<file path="src/rtl/instr_loader.sv">
// instr_loader: fills the byte-wide instruction memory from the UART byte
// stream. Each load starts on i_start. Every received byte is written to the
// next address, and each group of four bytes forms a big-endian word. A load
// ends when the HALT word has been written (o_done) or when the address space
// fills up without a HALT (sticky o_error).
module instr_loader #(
    parameter int                  MEMORY_WIDTH   = 8,
    parameter int                  NB_ADDR_DEPTH  = 8,
    parameter int                  NB_INSTRUCTION = 32,
    parameter logic [NB_INSTRUCTION-1:0] HALT_INSTR = 32'hFFFFFFFF
) (
    input  logic                     i_clock,
    input  logic                     i_reset,
    input  logic                     i_start,
    input  logic [MEMORY_WIDTH-1:0]  i_rx_data,
    input  logic                     i_rx_done,
    output logic                     o_write_enable,
    output logic [MEMORY_WIDTH-1:0]  o_write_data,
    output logic [NB_ADDR_DEPTH-1:0] o_write_addr,
    output logic                     o_busy,
    output logic                     o_done,
    output logic                     o_error,
    output logic [NB_ADDR_DEPTH-1:0] o_instr_count
);

    typedef enum logic [2:0] {
        IDLE,
        WAIT_BYTE,
        WRITE,
        CHECK,
        DONE,
        ERROR
    } state_t;

    state_t                    state;
    state_t                    next_state;
    logic [NB_ADDR_DEPTH-1:0]  addr;
    logic [1:0]                byte_idx;
    logic [NB_INSTRUCTION-1:0] asm_word;

    // A start request only counts while no load is running; a byte only
    // counts while the loader is waiting for one. Anything else is dropped.
    logic start_accept;
    logic byte_accept;

    assign start_accept = i_start && ((state == IDLE) || (state == ERROR));
    assign byte_accept  = i_rx_done && (state == WAIT_BYTE);

    // State register.
    always_ff @(posedge i_clock) begin
        // NOTE: sequential state uses non-blocking assignments so every
        // register samples the values from before the clock edge.
        if (i_reset) state <= IDLE;
        else         state <= next_state;
    end

    // Next-state logic. HALT takes priority over a wrapped address.
    always_comb begin
        // NOTE: the default assignment comes first, so every path assigns
        // next_state and no latch is inferred.
        next_state = state;
        case (state)
            IDLE:      if (i_start) next_state = WAIT_BYTE;
            WAIT_BYTE: if (i_rx_done) next_state = WRITE;
            WRITE:     next_state = (byte_idx == 2'd0) ? CHECK : WAIT_BYTE;
            CHECK: begin
                if (asm_word == HALT_INSTR) next_state = DONE;
                else if (addr == '0)        next_state = ERROR;
                else                        next_state = WAIT_BYTE;
            end
            DONE:      next_state = IDLE;
            ERROR:     if (i_start) next_state = WAIT_BYTE;
            default:   next_state = IDLE;
        endcase
    end

    // Datapath and registered outputs. Outputs are derived from next_state,
    // so each one takes effect in the same cycle as the state it belongs to.
    always_ff @(posedge i_clock) begin
        if (i_reset) begin
            o_write_enable <= 1'b0;
            o_write_data   <= '0;
            o_write_addr   <= '0;
            o_busy         <= 1'b0;
            o_done         <= 1'b0;
            o_error        <= 1'b0;
            o_instr_count  <= '0;
            addr           <= '0;
            byte_idx       <= 2'd0;
            asm_word       <= '0;
        end else begin
            o_write_enable <= byte_accept;
            o_done         <= (next_state == DONE);
            o_error        <= (next_state == ERROR);
            o_busy         <= (next_state == WAIT_BYTE) || (next_state == WRITE)
                              || (next_state == CHECK);

            if (start_accept) begin
                addr          <= '0;
                byte_idx      <= 2'd0;
                asm_word      <= '0;
                o_instr_count <= '0;
            end

            // The first byte of a word ends up in the top bits (big-endian).
            if (byte_accept) begin
                o_write_data <= i_rx_data;
                o_write_addr <= addr;
                asm_word     <= {asm_word[NB_INSTRUCTION-MEMORY_WIDTH-1:0], i_rx_data};
                byte_idx     <= byte_idx + 2'd1;
            end

            // The address wraps naturally, and CHECK uses the wrap to detect
            // that the memory is full.
            if (state == WRITE) addr <= addr + 1'b1;

            if (state == CHECK) o_instr_count <= o_instr_count + 1'b1;
        end
    end

endmodule

</file>
<file path="config.mk">
export PLATFORM = sky130hd
export DESIGN_NAME = instr_loader
export DESIGN_NICKNAME = d
export VERILOG_FILES = /design/src/rtl/instr_loader.sv
export SDC_FILE = /design/constraint.sdc
export NUM_CORES = 1
export LEC_CHECK = 0
export ABC_CLOCK_PERIOD_IN_PS = 2300
export CELL_PAD_IN_SITES_DETAIL_PLACEMENT = 1
export CELL_PAD_IN_SITES_GLOBAL_PLACEMENT = 1
export CORE_ASPECT_RATIO = 1.5
export CORE_UTILIZATION = 40
export DETAILED_ROUTE_END_ITERATION = 16
export GPL_TIMING_DRIVEN = 0
export PLACE_DENSITY = 0.84
export SLEW_MARGIN = 15
export SYNTH_ARGS = -nofsm -noshare
export SYNTH_HDL_FRONTEND = slang
export SYNTH_SLANG_ARGS = --single-unit
</file>
<file path="constraint.sdc">
create_clock -name i_clock -period 2.3 [get_ports i_clock]
set_clock_uncertainty 0.05 [all_clocks]
set_input_delay 0.46 -clock i_clock [delete_from_list [all_inputs] [get_ports i_clock]]
set_output_delay 0.46 -clock i_clock [all_outputs]
set_load 0.02 [all_outputs]
</file>
==> results of run 1 <==
==> routing by layer <==
layer | vias up | part of all wire, % | wire (um) | track usage, %
met5 | - | 0 | 0 | 0
met4 | 0 | 1.6 | 120 | 8.57
met3 | 8 | 2.4 | 176 | 4.73
met2 | 29 | 56 | 4190 | 41.7
met1 | 1210 | 40 | 2990 | 23.2
li1 | 1238 | - | - | -
==> stage by stage <==
| step | total power [mW] | setup TNS (ns) |
|---|---|---|
| 6_report | 2.55 | 0 |
| 5_1_grt | 2.66 | 0 |
| 4_1_cts | 2.57 | 0 |
| 3_5_place_dp | 1.57 | -8.59 |
| 3_3_place_gp | 1.56 | -9.27 |
| 2_1_floorplan | 1.47 | 0 |
==> cells in the mapped netlist <==
library cell | instances | area share, %
a211oi_1 | 2 | 0.53
a21oi_1 | 40 | 7.1
a22o_1 | 25 | 7.7
a311oi_1 | 2 | 0.62
a31oi_1 | 1 | 0.22
and2b_1 | 1 | 0.27
and3_1 | 2 | 0.44
and3b_1 | 1 | 0.31
buf_1 | 1 | 0.13
buf_2 | 5 | 0.88
buf_4 | 3 | 0.80
clkbuf_1 | 8 | 1.1
dfxtp_1 | 73 | 52
ha_1 | 4 | 1.8
inv_1 | 6 | 0.80
mux2_1 | 1 | 0.40
mux2_2 | 3 | 1.2
nand2_1 | 53 | 7.0
nand2b_1 | 2 | 0.44
nand3_1 | 11 | 1.9
nand3b_1 | 2 | 0.53
nand3b_2 | 1 | 0.40
nand4_1 | 8 | 1.8
nor2_1 | 32 | 4.2
nor2_4 | 1 | 0.40
nor2b_1 | 2 | 0.44
nor3_1 | 3 | 0.53
nor3_2 | 3 | 1.1
nor3b_1 | 1 | 0.27
nor4_1 | 2 | 0.44
o21ai_0 | 12 | 2.1
o31ai_1 | 1 | 0.27
or3_1 | 4 | 0.88
or3b_1 | 1 | 0.31
or3b_2 | 1 | 0.31
or4b_2 | 1 | 0.35
xor2_1 | 1 | 0.31
==> power groups by stage <==
stage	logic [mW]	clock network, mW	registers [mW]
3_5_place_dp	0.235	0	1.34
5_1_grt	0.259	1.09	1.31
6_report	0.235	1.01	1.31
4_1_cts	0.237	1.03	1.31
3_3_place_gp	0.228	0	1.33
2_1_floorplan	0.130	0	1.34
==> final cells by class <==
cell class	instances	share of cell area [%]
buffer	17	2.31
clock buffer	10	3.63
multi-input combinational	224	36.0
timing repair buffer	39	11.1
inverter	6	0.641
sequential	73	41.6
tap	78	2.78
clock inverter	6	1.92
==> worst min-delay path: cells and delay by family (launching register included) <==
kind / cells / cell delay, ns
DFF: 1 / 0.32
and+or+nand+nor: 1 / 0.05
AOI/OAI and AO/OA: 1 / 0.05
==> kinds of logic after synthesis <==
group | after synthesis | share of synthesized area [%]
and+or+nand+nor | 132 | 22.4
AOI/OAI and AO/OA | 83 | 18.6
DFF | 73 | 51.7
buffers and inverters | 23 | 3.67
muxes | 4 | 1.59
adders and majority gates | 4 | 1.77
xor gates and xnor gates | 1 | 0.310
==> flip-flops by register name, summed over array words and instances, names as in the netlist <==
name	flops
addr	8
asm_word	32
byte_idx	2
o_busy	1
o_done	1
o_error	1
o_instr_count	8
o_write_addr	8
o_write_data	8
o_write_enable	1
state	3
==> repair_timing <==
item | in CTS | in global routing
hold buffers | 0 | 0
endpoints found under the setup margin | 0 | 20
gates resized for setup | 0 | 1
==> how the worst max path moves through the flow <==
stage / startpoint / to / slack [ns]
floorplan: addr[0] / state[2] / 0.56
finish: i_rx_done / asm_word[29] / 0.20
CTS: i_start / asm_word[29] / 0.03
detailed placement: i_start / asm_word[9] / -0.34
global route: state[0] / asm_word[9] / 0.06
global placement: i_start / byte_idx[1] / -0.33
==> run summary, run 1 <==
CP required = 2.49 ns
commonest cells after routing, fill and taps aside = 73 x dfxtp_1, 53 x nand2_1, 40 x a21oi_1, 39 x clkdlybuf4s50_1, 32 x nor2_1
DR vias = 2485
setup repair bufs after CTS = 0
r2r startpoint = state[0]
Filler cells = 806
violated checks = DRC
worst slack, placed = -0.342 ns
# rows = 37
Cells after Synth = 320
CP top delay family = buffers and inverters
hold path start = o_write_addr[4]
die width = 70.7 um
first-pass GRT wire length = 12600 um
gr ovfl total = 0
Mean Syn Cell Area = 8.84 um2
Worst R2R End = asm_word[29]
Min-Delay Path Class = reg2reg
synthesized area = 2830 um2
Net Sw Frac = 26.4%
worst slew pin tran = 0.612 ns
TritonCTS Buffers = 9
Logic pwr share = 9.2%
Slowest-stage cell, CP = clkdlybuf4s50_1
sequential share of power = 51.3%
1st-pass router iterations = 10
Clk pwr share = 39.5%
I/O pins = 40
Critical Path Stages = 6
r2r setup slk = 0.23 ns
Layout Cells excl Fill = 453
Area after DPL = 3320 um2
Slew HR = 59.0%
Setup Viol. Count Final = 0
Wirelength per Cell = 16.5 um
Core ar. = 6850 um2
post-route ant nets = 0
Inst Count DP = 437
Worst Hold Depth = 2
hold_ws = 0.411 ns
share of layout cells above drive strength 1 = 9.07%
#FFs+latches synth = 73
CP most frequent cell = nor3_2
DRT iter0 DRCs = 60
status = complete, but fails checks
leakage power = 1.26 nW
Reg area = 1460 um2
number of max-cap violations = 0
sequential share of the synthesized area = 51.7%
Max Root-Sink Buffers = 2
Hold Fails Final Rpt = 0
period utilization = 91.4%
pin count of the biggest net entering global routing = 14
startpoint types = input port
setup ws final = 0.199 ns
power density cells = 724 nW/um2
slowest stage delay, CP = 0.49 ns
Setup CP Type = in2reg
Tot GR Track Use = 22.0%
clk slew on worst S/H paths = 0.08 ns
Max FO, Critical Path = 10
Worst setup EP type = register
number of port buffers = 39
DRT Wirelength = 7480 um
Final nets = 386
Util after Layout = 51.3%
later-pin clock latency in the skew report = 0.36 ns
CTS sink count = 73
Buf/Inv on CP = 2
die area = 7420 um2
Post-Syn Nets = 336
min cycle time layout = 2.10 ns
Syn-to-layout area delta = 24.3%
Ys Warns = 0
Pins Over Slew Limit = 0
Antenna Cells = 0
hpwl dp = 5490 um
crit path cell chain = clkdlybuf4s50_1 > nand2_1 > nor3_2 > nor3_2 > clkbuf_1 > a22o_1
initial antenna violation count = 0
Min-Delay Endpoint = o_write_addr[4]
via/cell ratio = 5.49
RSZ-0062 raised after global routing = false
CTS tree = yes
Root Buffer = clkbuf_8
Post-route DRC = 2
H-tree depth = 3
vias in the first global route = 2584
die height = 105 um
fin area = 3520 um2
CP arrival = 2.29 ns
cell depth of the worst flop-to-flop path = 6
Multi-input gate area = 1270 um2
Yosys cell types = 37
Pint = 1.88 mW
commonest non-fill, non-tap cell in the layout = dfxtp_1
VDD IR max = 0.445 mV
Initial Utilization = 41.3%
Max Clk Rate = 476 MHz
switching pwr = 0.671 mW
gp weighted congestion = 0.842
No activity file was read; power rests on OpenSTA's default activity.
==> inputs of run 2 (changes only) <==
--- a/config.mk
+++ b/config.mk
@@ -5,14 +5,15 @@
 export SDC_FILE = /design/constraint.sdc
 export NUM_CORES = 1
 export LEC_CHECK = 0
+export ABC_AREA = 1
 export ABC_CLOCK_PERIOD_IN_PS = 2300
 export CELL_PAD_IN_SITES_DETAIL_PLACEMENT = 1
 export CELL_PAD_IN_SITES_GLOBAL_PLACEMENT = 1
 export CORE_ASPECT_RATIO = 1.5
-export CORE_UTILIZATION = 40
+export CORE_UTILIZATION = 39
 export DETAILED_ROUTE_END_ITERATION = 16
 export GPL_TIMING_DRIVEN = 0
-export PLACE_DENSITY = 0.84
+export PLACE_DENSITY = 0.85
 export SLEW_MARGIN = 15
 export SYNTH_ARGS = -nofsm -noshare
 export SYNTH_HDL_FRONTEND = slang
==> run summary, run 2 <==
# rows = 38 (+2.7%)
CP required = 1.79 ns (-0.70 ns)
Worst setup EP type = output port
Max Root-Sink Buffers = 2 (unchanged)
cell depth of the worst flop-to-flop path = 7 (+1)
Syn-to-layout area delta = 23.9%
Setup CP Type = reg2out
number of max-cap violations = 0 (unchanged)
number of port buffers = 38 (-2.6%)
Root Buffer = clkbuf_8
Post-synth EDFFs = 0 (unchanged)
Slew HR = 60.8% (+1.8 points)
CTS resizes = 0 (unchanged)
DRT Wirelength = 7580 um (+1.3%)
Critical Path Stages = 1 (-5)
later-pin clock latency in the skew report = 0.34 ns (-0.02 ns)
initial antenna violation count = 0 (unchanged)
CTS sink count = 73 (unchanged)
leakage power = 1.31 nW (+4.4%)
via/cell ratio = 5.09 (-7.1%)
I/O pins = 40 (unchanged)
die height = 107 um (+2.2%)
sequential share of the synthesized area = 50.7% (-0.96 points)
pin count of the biggest net entering global routing = 12 (-2)
hpwl dp = 5670 um (+3.2%)
status = completed
Filler cells = 891 (+11%)
worst slew pin tran = 0.587 ns (-0.0256 ns)
Ys Warns = 0 (unchanged)
commonest cells after routing, fill and taps aside = 110 x nand2_1, 73 x dfxtp_1, 43 x a21oi_1, 38 x clkdlybuf4s50_1, 30 x nor2_1
synth cell count leaders = 110 x nand2_1, 73 x dfxtp_1, 43 x a21oi_1
Layout Cells excl Fill = 529 (+17%)
1st-pass router iterations = 6 (-4)
Post-Syn Nets = 393 (+17%)
DRT iter0 DRCs = 138 (+130%)
Max FO, Critical Path = 6 (-4)
Worst Hold Depth = 2 (unchanged)
Post-synth ARST share = 0% (unchanged)
setup TNS = 0 ns (unchanged)
Slowest-stage cell, CP = clkdlybuf4s50_1
Synth top area share = 50.7% (-0.96 points)
die width = 72.2 um (+2.2%)
Area after DPL = 3390 um2 (+2.2%)
min cycle time layout = 1.92 ns (-0.185 ns)
top_reg_cell synth = dfxtp_1
Tot GR Track Use = 21.6% (-0.40 points)
RSZ-0062 raised after global routing = false
most common cell in the netlist = nand2_1
Setup Viol. Count Final = 0 (unchanged)
Antenna Cells = 0 (unchanged)
first-pass GRT wire length = 12900 um (+1.7%)
Mean Syn Cell Area = 7.64 um2 (-14%)
vias in the first global route = 2808 (+8.7%)
Max Clk Rate = 522 MHz (+9.7%)
TritonCTS Buffers = 9 (unchanged)
DR vias = 2695 (+8.5%)
startpoint types = register
commonest non-fill, non-tap cell in the layout = nand2_1
leading area contributor after synthesis = dfxtp_1
VDD IR max = 0.429 mV (-3.4%)
Largest register FFs = 32 (unchanged)
Initial Utilization = 40.1% (-1.1 points)
Synth area leaders = dfxtp_1 51%, nand2_1 14%, a21oi_1 7.5%
Inst Count DP = 515 (+18%)
H-tree depth = 3 (unchanged)
Hold Fails Final Rpt = 0 (unchanged)
CP top delay family = buffers and inverters
setup repair bufs after CTS = 0 (unchanged)
clk slew on worst S/H paths = 0.08 ns (about the same)
post-route ant nets = 0 (unchanged)
#FFs+latches synth = 73 (unchanged)
Min-Delay Path Class = reg2reg
power density cells = 729 nW/um2 (+0.61%)
crit path cell chain = clkdlybuf4s50_1
synthesized area = 2880 um2 (+1.9%)
gp weighted congestion = 0.798 (-5.2%)
Post-route DRC = 0 (-2)
Yosys cell types = 26 (-30%)
Wirelength per Cell = 14.3 um (-13%)
hold_buf cts = 0 (unchanged)
Cells after Synth = 377 (+18%)
share of layout cells above drive strength 1 = 7.46% (-1.6 points)
die area = 7740 um2 (+4.4%)
fin area = 3570 um2 (+1.5%)
Buf/Inv on CP = 1 (-1)
Core ar. = 7180 um2 (+4.8%)
Biggest register = asm_word
gr ovfl total = 0 (unchanged)
hold_ws = 0.417 ns (+0.00608 ns)
Pins Over Slew Limit = 0 (unchanged)
slowest stage delay, CP = 0.64 ns (+0.15 ns)
Final nets = 442 (+15%)
CP arrival = 1.41 ns (-0.88 ns)
CTS tree = yes
period utilization = 83.3% (-8.0 points)
## run 2: cell families after synthesis
kind of cell               count (synthesis)  synth area share (%)
AOI/OAI and AO/OA                         78                  14.1
adders and majority gates                  4                  1.74
buffers and inverters                     41                  6.51
DFF                                       73                  50.7
and+or+nand+nor                          181                  27.0
## run 2: where the power goes
| group | internal (mW) | total [mW] | switching, mW | leakage [nW] |
|---|---|---|---|---|
| sequential | 1.30 | 1.32 | 0.0235 | 0.590 |
| combinational | 0.113 | 0.307 | 0.195 | 0.623 |
| clock | 0.513 | 0.970 | 0.457 | 0.0978 |
## run 2: layer usage
metal | vias up | part of all wire, % | wire length [um] | GRT usage [%]
li1 | 1333 | - | - | -
met1 | 1288 | 42 | 3150 | 23.6
met2 | 58 | 52 | 3970 | 39.5
met3 | 16 | 3.9 | 297 | 5.15
met4 | 0 | 2.1 | 158 | 8.12
met5 | - | 0 | 0 | 0
## run 2: cell type report
class / instances / area [um2] / area share (%)
Sequential cell: 73 / 1460 / 40.9
Clock inverter: 4 / 45.0 / 1.26
Timing Repair Buffer: 38 / 380 / 10.7
Tap cell: 100 / 125 / 3.51
Clock buffer: 10 / 138 / 3.86
Multi-Input combinational cell: 263 / 1230 / 34.5
Buffer: 14 / 86.3 / 2.42
Inverter: 27 / 101 / 2.84
## run 2: path summary, 6_finish.rpt
| kind | from | end | slack [ns] |
|---|---|---|---|
| max | o_instr_count[2] | o_instr_count[2] | 0.38 |
| min reg2reg | asm_word[25] | asm_word[25] | 0.42 |
| min | asm_word[25] | asm_word[25] | 0.42 |
| max reg2reg | state[2] | byte_idx[1] | 0.61 |
## run 2: through the flow
| stage | worst slack (ns) | util, % | total power, mW |
|---|---|---|---|
| final | 0.384 | 49.7 | 2.60 |
| after detailed placement | 0.0174 | 47.2 | 1.66 |
| after global placement | 0.0643 | 47.2 | 1.65 |
| after floorplan | 0.858 | - | 1.53 |
| after CTS | 0.356 | 49.7 | 2.62 |
| after global routing | 0.313 | 49.7 | 2.71 |
==> inputs of run 3 (changes only) <==
--- a/config.mk
+++ b/config.mk
@@ -6,7 +6,7 @@
 export NUM_CORES = 1
 export LEC_CHECK = 0
 export ABC_AREA = 1
-export ABC_CLOCK_PERIOD_IN_PS = 2300
+export ABC_CLOCK_PERIOD_IN_PS = 1900
 export CELL_PAD_IN_SITES_DETAIL_PLACEMENT = 1
 export CELL_PAD_IN_SITES_GLOBAL_PLACEMENT = 1
 export CORE_ASPECT_RATIO = 1.5
==> constraint.sdc (replaced) <==
create_clock -name i_clock -period 1.9 [get_ports i_clock]
set_clock_uncertainty 0.05 [all_clocks]
set_input_delay 0.38 -clock i_clock [delete_from_list [all_inputs] [get_ports i_clock]]
set_output_delay 0.38 -clock i_clock [all_outputs]
set_load 0.02 [all_outputs]
==> run summary, run 3 (synthesized netlist as in run 2, its figures left out) <==
via/cell ratio = 5.07 (-0.45%)
CTS resizes = 0 (unchanged)
min cycle time layout = 1.84 ns
Root Buffer = clkbuf_8
Pwr Total = 3.15 mW (+21%)
startpoint types = register
commonest cells after routing, fill and taps aside = 110 x nand2_1, 73 x dfxtp_1, 43 x a21oi_1, 38 x clkdlybuf4s50_1, 30 x nor2_1
number of port buffers = 38 (unchanged)
fin area = 3570 um2 (unchanged)
DRT iter0 DRCs = 136 (-1.4%)
Post-route DRC = 0 (unchanged)
Min-Delay Path Class = in2reg
DR vias = 2683 (-0.45%)
Inst Count DP = 515 (unchanged)
hold_ws = 0.370 ns (-0.0471 ns)
vias in the first global route = 2808 (unchanged)
Setup Viol. Count Final = 0 (unchanged)
CP arrival = 1.41 ns (about the same)
H-tree depth = 3 (unchanged)
die area = 7740 um2 (unchanged)
CTS tree = yes
Area after DPL = 3390 um2 (unchanged)
Pins Over Slew Limit = 0 (unchanged)
Wirelength per Cell = 14.4 um (+0.41%)
Layout Cells excl Fill = 529 (unchanged)
Slowest-stage cell, CP = clkdlybuf4s50_1
Largest register FFs = 32 (unchanged)
period utilization = 96.7%
Antenna Cells = 0 (unchanged)
hold_buf cts = 0 (unchanged)
CP top delay family = buffers and inverters
Filler cells = 891 (unchanged)
Buf/Inv on CP = 1 (unchanged)
die width = 72.2 um (unchanged)
slowest stage delay, CP = 0.64 ns (about the same)
TritonCTS Buffers = 9 (unchanged)
Biggest register = asm_word
initial antenna violation count = 0 (unchanged)
hpwl dp = 5670 um (unchanged)
RSZ-0062 raised after global routing = false
VDD IR max = 0.523 mV (+22%)
worst slew pin tran = 0.587 ns (+0.000131 ns)
leakage power = 1.31 nW (about the same)
Initial Utilization = 40.1% (unchanged)
Max Root-Sink Buffers = 2 (unchanged)
status = completed
Max Clk Rate = 544 MHz
share of layout cells above drive strength 1 = 7.46% (unchanged)
gr ovfl total = 0 (unchanged)
Core ar. = 7180 um2 (unchanged)
Final nets = 442 (unchanged)
crit path cell chain = clkdlybuf4s50_1
# rows = 38 (unchanged)
I/O pins = 40 (unchanged)
1st-pass router iterations = 6 (unchanged)
r2r setup slk = 0.19 ns (-0.42 ns)
Hold Fails Final Rpt = 0 (unchanged)
Tot GR Track Use = 21.6% (unchanged)
gp weighted congestion = 0.798 (unchanged)
die height = 107 um (unchanged)
Max FO, Critical Path = 6 (unchanged)
DRT Wirelength = 7610 um (+0.41%)
CP required = 1.47 ns (-0.32 ns)
commonest non-fill, non-tap cell in the layout = nand2_1
post-route ant nets = 0 (unchanged)
first-pass GRT wire length = 12900 um (unchanged)
pin count of the biggest net entering global routing = 12 (unchanged)
clk slew on worst S/H paths = 0.07 ns (about the same)
power density cells = 883 nW/um2 (+21%)
CTS sink count = 73 (unchanged)
Syn-to-layout area delta = 23.9% (unchanged)
later-pin clock latency in the skew report = 0.34 ns (about the same)
Slew HR = 60.8% (about the same)
Worst setup EP type = output port
Setup CP Type = reg2out
number of max-cap violations = 0 (unchanged)
-- run 3: cell counts in the layout (fill, tap and decap cells not counted) --
Identical to the previous run, type by type.
-- run 3: final timing paths --
kind / startpoint / to / cells after the start
max: o_instr_count[2] / o_instr_count[2] / 1
min: i_reset / asm_word[8] / 2
min reg2reg: asm_word[25] / asm_word[25] / 2
max reg2reg: state[1] / asm_word[10] / 8
-- run 3: power breakdown --
part,internal [mW],switching [mW]
Sequential,1.57,0.0285
Clock,0.621,0.556
Combinational,0.137,0.236
Total,2.33,0.820
-- run 3: stage by stage --
step / util, % / TNS (ns) / worst slack, ns
after floorplan: - / 0 / 0.538
after global placement: 47.2 / -9.73 / -0.256
after detailed placement: 47.2 / -11.71 / -0.303
after CTS: 49.7 / 0 / 0.0362
after global routing: 49.7 / 0 / 0.00889
final: 49.7 / 0 / 0.0623
-- run 3: per-layer routing --
layer	up-vias	global-route usage, %	routed length, um
li1	1333	-	-
met1	1282	23.6	3180
met2	52	39.5	3990
met3	16	5.15	288
met4	0	8.12	158
met5	-	0	0
-- run 3: area by class of cell --
cell class,count,area [um2],share of cell area [%]
plain buffers,14,86.3,2.42
well taps,100,125,3.51
flip-flops and latches,73,1460,40.9
multi-input cells,263,1230,34.5
clock buffers,10,138,3.86
repair buffers,38,380,10.7
clock inverters,4,45.0,1.26
inverters,27,101,2.84
-- run 3: what timing repair did --
item                                    CTS  global route
endpoints found under the setup margin    0             4
endpoints found under the hold margin     0             0
buffers inserted                          0             0
